File: src/rtl/riscv_pkg.sv
// Shared RV32I core definitions: data width, fetch constants and fetch FSM encoding.
package riscv_pkg;

  localparam int XLEN = 32;

  localparam logic [XLEN-1:0] RESET_PC_DFLT  = 32'h0000_0000;
  localparam logic [XLEN-1:0] TRAP_VEC_DFLT  = 32'h0000_0100;
  localparam logic [XLEN-1:0] NOP_INSTR_DFLT = 32'h0000_0013;

  typedef enum logic [2:0] {
    REQ   = 3'd0,
    WAIT  = 3'd1,
    HOLD  = 3'd2,
    DRAIN = 3'd3
  } fetch_state_e;

endpackage

File: src/rtl/next_pc_sel.sv
// Next-PC selection: trap vector, word-aligned redirect target, or sequential pc+4.
module next_pc_sel
  import riscv_pkg::*;
#(
  parameter logic [XLEN-1:0] TRAP_VEC = TRAP_VEC_DFLT
) (
  input  logic [XLEN-1:0] pc,
  input  logic [XLEN-1:0] target,
  input  logic            trap,
  input  logic            redirect,
  output logic [XLEN-1:0] next_pc
);

  always_comb begin
    next_pc = pc + XLEN'(4);
    if (trap) begin
      next_pc = TRAP_VEC;
    end else if (redirect) begin
      next_pc = target & ~XLEN'(3);
    end
  end

endmodule

File: src/rtl/pc_fetch_ctrl.sv
// Program counter owner and instruction-fetch sequencer between imem and decode.
//   state | meaning
//   REQ   | imem_req high at pc, waiting for gnt
//   WAIT  | granted, waiting for rvalid
//   HOLD  | instruction presented to decode until instr_ready
//   DRAIN | discarding a response made stale by a trap
module pc_fetch_ctrl
  import riscv_pkg::*;
#(
  parameter logic [XLEN-1:0] RESET_PC  = RESET_PC_DFLT,
  parameter logic [XLEN-1:0] TRAP_VEC  = TRAP_VEC_DFLT,
  parameter logic [XLEN-1:0] NOP_INSTR = NOP_INSTR_DFLT
) (
  input  logic            clk,
  input  logic            rst_n,
  output logic            imem_req,
  output logic [XLEN-1:0] imem_addr,
  input  logic            imem_gnt,
  input  logic            imem_rvalid,
  input  logic [XLEN-1:0] imem_rdata,
  output logic            instr_valid,
  output logic [XLEN-1:0] instr,
  output logic [XLEN-1:0] instr_pc,
  input  logic            instr_ready,
  input  logic            PCsrc,
  input  logic [XLEN-1:0] ALUResult,
  input  logic            trap
);

  fetch_state_e    state_q, state_d;
  logic            started_q;
  logic [XLEN-1:0] pc_q, pc_d;
  logic [XLEN-1:0] instr_q, instr_d;
  logic [XLEN-1:0] instr_pc_q, instr_pc_d;
  logic            instr_valid_q, instr_valid_d;

  logic            req_live;
  logic            gnt_ok;
  logic            retire;
  logic            redirect;
  logic [XLEN-1:0] next_pc;

  // started_q keeps imem_req low during reset and for the release cycle
  assign req_live = (state_q == REQ) && started_q;
  assign gnt_ok   = req_live && imem_gnt;
  assign retire   = (state_q == HOLD) && instr_valid_q && instr_ready && !trap;
  assign redirect = retire && PCsrc;

  next_pc_sel #(
    .TRAP_VEC (TRAP_VEC)
  ) u_next_pc_sel (
    .pc       (pc_q),
    .target   (ALUResult),
    .trap     (trap),
    .redirect (redirect),
    .next_pc  (next_pc)
  );

  always_ff @(posedge clk or negedge rst_n) begin
    if (!rst_n) begin
      state_q   <= REQ;
      started_q <= 1'b0;
    end else begin
      state_q   <= state_d;
      started_q <= 1'b1;
    end
  end

  always_comb begin
    state_d = state_q;
    case (state_q)
      REQ: begin
        if (gnt_ok) state_d = trap ? DRAIN : WAIT;
      end
      WAIT: begin
        if (imem_rvalid)  state_d = trap ? REQ : HOLD;
        else if (trap)    state_d = DRAIN;
      end
      HOLD: begin
        if (trap || retire) state_d = REQ;
      end
      DRAIN: begin
        if (imem_rvalid) state_d = REQ;
      end
      default: state_d = REQ;
    endcase
  end

  always_comb begin
    imem_req      = req_live;
    imem_addr     = pc_q;
    instr_valid   = instr_valid_q;
    instr         = instr_q;
    instr_pc      = instr_pc_q;

    pc_d          = (trap || retire) ? next_pc : pc_q;
    instr_d       = instr_q;
    instr_pc_d    = instr_pc_q;
    instr_valid_d = instr_valid_q;

    if ((state_q == WAIT) && imem_rvalid && !trap) begin
      instr_d       = imem_rdata;
      instr_pc_d    = pc_q;
      instr_valid_d = 1'b1;
    end

    // a trap in HOLD cancels the presented instruction even if decode is ready
    if ((state_q == HOLD) && (trap || retire)) begin
      instr_d       = NOP_INSTR;
      instr_valid_d = 1'b0;
    end
  end

  always_ff @(posedge clk or negedge rst_n) begin
    if (!rst_n) begin
      pc_q          <= RESET_PC;
      instr_q       <= NOP_INSTR;
      instr_pc_q    <= RESET_PC;
      instr_valid_q <= 1'b0;
    end else begin
      pc_q          <= pc_d;
      instr_q       <= instr_d;
      instr_pc_q    <= instr_pc_d;
      instr_valid_q <= instr_valid_d;
    end
  end

endmodule
File: config.mk
export PLATFORM = sky130hd
export DESIGN_NAME = pc_fetch_ctrl
export DESIGN_NICKNAME = d
export VERILOG_FILES = /design/src/rtl/riscv_pkg.sv /design/src/rtl/next_pc_sel.sv /design/src/rtl/pc_fetch_ctrl.sv
export SDC_FILE = /design/constraint.sdc
export NUM_CORES = 1
export LEC_CHECK = 0
export ABC_AREA = 1
export ABC_CLOCK_PERIOD_IN_PS = 4130
export CAP_MARGIN = 40
export CORE_ASPECT_RATIO = 1.1
export CORE_MARGIN = 2
export CORE_UTILIZATION = 46
export DETAILED_ROUTE_END_ITERATION = 8
export GPL_TIMING_DRIVEN = 0
export PLACE_DENSITY = 0.85
export SLEW_MARGIN = 10
export SYNTH_ARGS = -nofsm -noshare
export SYNTH_HDL_FRONTEND = slang
export SYNTH_SLANG_ARGS = --single-unit
File: constraint.sdc
create_clock -name clk -period 4.13 [get_ports clk]
set_clock_uncertainty 0.05 [all_clocks]
set_input_delay 0.413 -clock clk [delete_from_list [all_inputs] [get_ports clk]]
set_output_delay 0.413 -clock clk [all_outputs]
set_load 0.005 [all_outputs]
==> Word-level counts from Yosys, hierarchy flattened <==
Cells that the tools add are included.
{ "op_classes": {"add_sub_neg": 1, "eq_ne": 7, "mux": 14, "reduce_logical": 14} }
{ "op_table": {"columns": ["operator", "count"], "rows": [
  ["32-bit two-way mux", 4],
  ["32-bit by 3-bit adder with 32-bit output (second input constant)", 1],
  ["3-bit two-way mux", 5],
  ["3-bit one-hot mux with 4 select lines", 1],
  ["1-bit logical AND", 9],
  ["3-bit by 2-bit equality test with 1-bit output (second input constant)", 2],
  ["2-bit inequality test (second input constant)", 3],
  ["2-bit two-way mux", 2],
  ["4-bit AND reduction", 1],
  ["3-bit by 1-bit equality test with 1-bit output (second input constant)", 1],
  ["3-bit logical NOT", 1],
  ["3-bit inequality test (second input constant)", 1],
  ["1-bit two-way mux", 2],
  ["2-bit nonzero test", 1],
  ["1-bit logical NOT", 1],
  ["1-bit logical OR", 1]
]} }
{ "totals": {"regBits": 101, "inputBits": 71, "output_inout_bits": 98, "word_cells": 42} }

==> Longest topological paths before layout <==
{ "depth": {"depth_word": 7, "ltp_mapped": 10} }

==> Modules after synthesis <==
From an unflattened synthesis, not the netlist that was laid out.
{ "unflattened": {"cells_unflattened": 721, "hier_area_um2": 5398.9} }
{ "by_module_without_submodules": {"columns": ["module", "instances", "cells_per_inst", "area_each_um2", "seq_area_each_um2"], "rows": [
  ["pc_fetch_ctrl", 1, 412, 4035.1, 2506.2],
  ["next_pc_sel", 1, 309, 1363.8, 0.0]
]} }

==> Worst setup path after synthesis <==
No wires, ideal clock.
{ "synth_path": {"kind": "reg2reg", "start": "reg pc_q[3] (netlist: imem_addr[3])", "end": "reg pc_q[20] (netlist: imem_addr[20])", "setup_time_ps": 116, "arrival_ps": 1337, "required_ps": 3964, "setup_slack_ps": 2627, "path_stages_with_launch": 11, "period_less_slack_ps": 1503, "cell_sequence": "dfrtp_1 ha_1 inv_1 nor2_1 nand3_1 nor2_1 nand2_1 nand2_1 nand2_1 nand2_1 nand2_1"} }
{ "synth_via": {"elab_chain_cells": 3} }
{ "synth_rtl": {"columns": ["item", "line_no", "source"], "rows": [
  ["from (decl)", "pc_fetch_ctrl.sv:32", "logic [XLEN-1:0] pc_q, pc_d;"],
  ["from (signal assigned)", "pc_fetch_ctrl.sv:121", "pc_q <= pc_d;"],
  ["32-bit by 3-bit adder with 32-bit output", "next_pc_sel.sv:15", "next_pc = pc + XLEN'(4);"],
  ["32-bit two-way mux", "next_pc_sel.sv:18", "end else if (redirect) begin"],
  ["32-bit two-way mux", "next_pc_sel.sv:16", "if (trap) begin"]
]} }
No other way between the ends.
A chain may end at the register's enable or synchronous reset.

==> Worst setup path in the final report <==
{ "layout_path": {"start": "in PCsrc", "end": "reg pc_q[17] (netlist: imem_addr[17])"} }
{ "layout_via": {"elab_chain_cells": 3} }
{ "layout_rtl": {"columns": ["item", "line_no", "source"], "rows": [
  ["from (decl)", "pc_fetch_ctrl.sv:25", "input logic PCsrc,"],
  ["1-bit logical AND", "pc_fetch_ctrl.sv:47", "assign redirect = retire && PCsrc;"],
  ["32-bit two-way mux", "next_pc_sel.sv:18", null],
  ["32-bit two-way mux", "next_pc_sel.sv:16", null]
]} }
No other way between the ends.

==> metrics.yaml <==
place.gp.congestion: 0.914
wl_met1_um: 6720
pin_count: 169
cts_hold_buf: 0
portBuffers: 162
synth_warnings: 0
syn_avg_cell_area_um2: 7.35
dieArea_um2: 11400
synth_edf_count: 0
max-slew-margin-rel_pct: 53.9
nFillCells: 895
grt_pass1_vias: 5217
drtIter0Drc: 561
slowest_stage: "buf_1"
r2r_end: "imem_addr[31]"
setup-violations-final: 0
numCtsBuffers: 9
final_util_pct: 67.6
worst-path-max-fanout: 10
post_cts_buffers: 0
setup_tns_ps: 0
cts_sinks: 96
diodes: 0
track_usage_pct: 29.0
synth_area_leader_cell: "dfrtp_1"
crit_path_start_kind: "input pin"
path_class: "in2reg"
crit_path_end: "imem_addr[17]"
wl_met2_um: 8010
dp_cells: 973
die_h_um: 112
cp_cell_sequence: "clkdlybuf4s50_1 > inv_1 > clkbuf_1 > buf_1 > nand3_1 > nand2_1 > o21ai_0"
ctsRootBufferMaster: "clkbuf_16"
r2r_start: "imem_addr[2]"
ir_drop_mv: 0.391
routed_wl_um: 16500
core-area_um2: 10300
reg2reg_depth: 9
htreeDepth: 3
wl_met3_um: 1220
fp.dieW_um: 102
fin_crit_ps: 2170
drt-vias-per-instance: 5.32
synth_seq_area_share_pct: 49.3
p_leak_nw: 3.09
cp-end-kind: "flop"
synthArstFlopShare_pct: 100
fin_crit_sh_pct: 52.4
synth_area_leaders: "dfrtp_1 (48%), nand2_1 (17%), nand3_1 (9.6%)"
cts_tree: "done"
r2r_setup_slack_ps: 2110
areaGrowthSynthToFinish_pct: 43.4
drv_slew: 0
final_net_count: 913
drv_cap: 0
hpwl_um: 12500
required_ps: 4290
grt_pass1_wl_um: 25700
fmax_ghz: 0.462
synth_top_area_share_pct: 47.7
clkTransAtPathRegs_ps: 70
drive_gt1_share_pct: 4.49
synth_seq_cells: 96
worstMarginPinSlew_ps: 692
post_synth_num_cell_types: 30
finalHoldViolCount: 0
routed.top_layer: "met4"
rsz0062_at_grt: "no"
cp.arrival_ps: 2330
synth_top_flop_cell: "dfrtp_1"
drtAntennaViolNets: 0
overflow: 0
synth_cells: 664
status: "finished, final reports clean"
drcViolationCount: 0
grt_max_degree: 53
finalPower_mw: 3.24
start_util_pct: 47.2
syn-cell-area_um2: 4880
grt_antenna_before_repair: 0
cts.repair.resized: 0
wl_per_cell_um: 16.7
clk_latency_ps: 350
num_rows: 39
fin_cells: 989
critPathMaxStageDelay_ps: 510
cp-startpoint: "PCsrc"
powerDensity_nw_per_um2: 464
firstDrtPassIters: 5
vias: 5259
ctsLongestPathBuffers: 2
hold_path_class: "in2async"
-- layout by cell type, fill, tap and decap left out, types with 2 or more instances in the layout --
cell type | netlist | final
clkdlybuf4s50_1 | 0 | 161
clkinv_2 | 0 | 2
dfstp_2 | 3 | 3
clkbuf_1 | 22 | 22
a31oi_1 | 2 | 2
inv_1 | 36 | 36
conb_1 | 2 | 5
nand4_1 | 2 | 2
buf_1 | 4 | 4
nand2_1 | 219 | 219
nor2_1 | 96 | 96
clkbuf_16 | 0 | 9
a21oi_1 | 3 | 3
clkbuf_8 | 0 | 2
o22ai_1 | 4 | 4
inv_6 | 0 | 2
dfrtp_1 | 93 | 93
inv_2 | 4 | 4
o22a_1 | 3 | 3
o21ai_0 | 56 | 56
xnor2_1 | 3 | 3
nand3_1 | 94 | 94
mux2_2 | 2 | 2
buf_4 | 5 | 6
-- worst min-delay path by stage --
stage	depth (start not counted)	endpoint	startpoint	slack (ps)
5_1_grt	1	instr[13]	rst_n	100
4_1_cts	1	instr[13]	rst_n	70
3_3_place_gp	2	instr_pc[27]	instr_pc[27]	420
6_report	1	instr[13]	rst_n	40
2_1_floorplan	0	imem_addr[10]	rst_n	70
3_5_place_dp	2	instr_pc[9]	instr_pc[9]	420
-- cell usage after synthesis (all sizes together), types with 2 or more instances --
| master | instances |
|---|---|
| conb | 2 |
| nand2 | 219 |
| inv | 40 |
| xnor2 | 3 |
| o22ai | 4 |
| nand3 | 94 |
| a31oi | 2 |
| o21ai | 57 |
| dfstp | 3 |
| buf | 11 |
| nand4 | 3 |
| mux2 | 3 |
| a21oi | 3 |
| dfrtp | 93 |
| o22a | 3 |
| clkbuf | 22 |
| nor2 | 97 |
-- area by class of cell --
type / count / area [µm²] / share of cell area, %
well taps: 143 / 179 / 2.56
inverters: 40 / 150 / 2.15
multi-input cells: 498 / 2180 / 31.2
clock buffers: 11 / 253 / 3.61
flip-flops and latches: 96 / 2410 / 34.4
plain buffers: 33 / 151 / 2.16
clock inverters: 5 / 36.3 / 0.519
repair buffers: 163 / 1640 / 23.4
-- routing by layer --
metal	vias up	GRT usage, %
met3	46	6.48
li1	2480	-
met4	0	12.8
met1	2488	37.5
met5	-	0
met2	245	46.7
-- cells by family (layout without fill, tap and decap cells) --
logic type	Yosys count	in the layout	share of synthesized area, %
DFF	96	96	49.3
buffers and inverters	73	252	6.18
AOI/OAI and AO/OA	70	70	7.62
other	2	5	0.154
and+or+nand+nor	415	415	35.0
adders and majority gates	1	1	0.256
muxes	3	3	0.769
xor gates and xnor gates	4	4	0.718
-- flip-flops by register name (all words and copies together), names as in the netlist --
| name | cells |
|---|---|
| instr_pc | 30 |
| started_q | 1 |
| instr_valid | 1 |
| instr | 32 |
| state_q | 2 |
| imem_addr | 30 |
-- worst max-delay path, delay by kind of cell --
family                 cells  cell delay (ps)
AO/OA/AOI/OAI              1               80
AND/OR/NAND/NOR            2              220
buffers and inverters      4             1600
-- through the flow --
step | hold slack (ps) | setup slack (ps) | cell area [µm²]
after CTS | 71.1 | 1990 | 7000
after detailed placement | 422 | 1700 | 6710
after floorplan | 67.4 | 2630 | 4890
after global routing | 103 | 1880 | 7000
after global placement | 417 | -818 | 6690
final | 40.0 | 1960 | 7000
-- report_power, final --
part / total [mW] / internal [mW] / switching [mW]
combinational: 1.06 / 0.599 / 0.466
clock: 0.820 / 0.445 / 0.375
sequential: 1.36 / 1.19 / 0.172
total: 3.24 / 2.23 / 1.01
(Power assumes the default switching activity.)
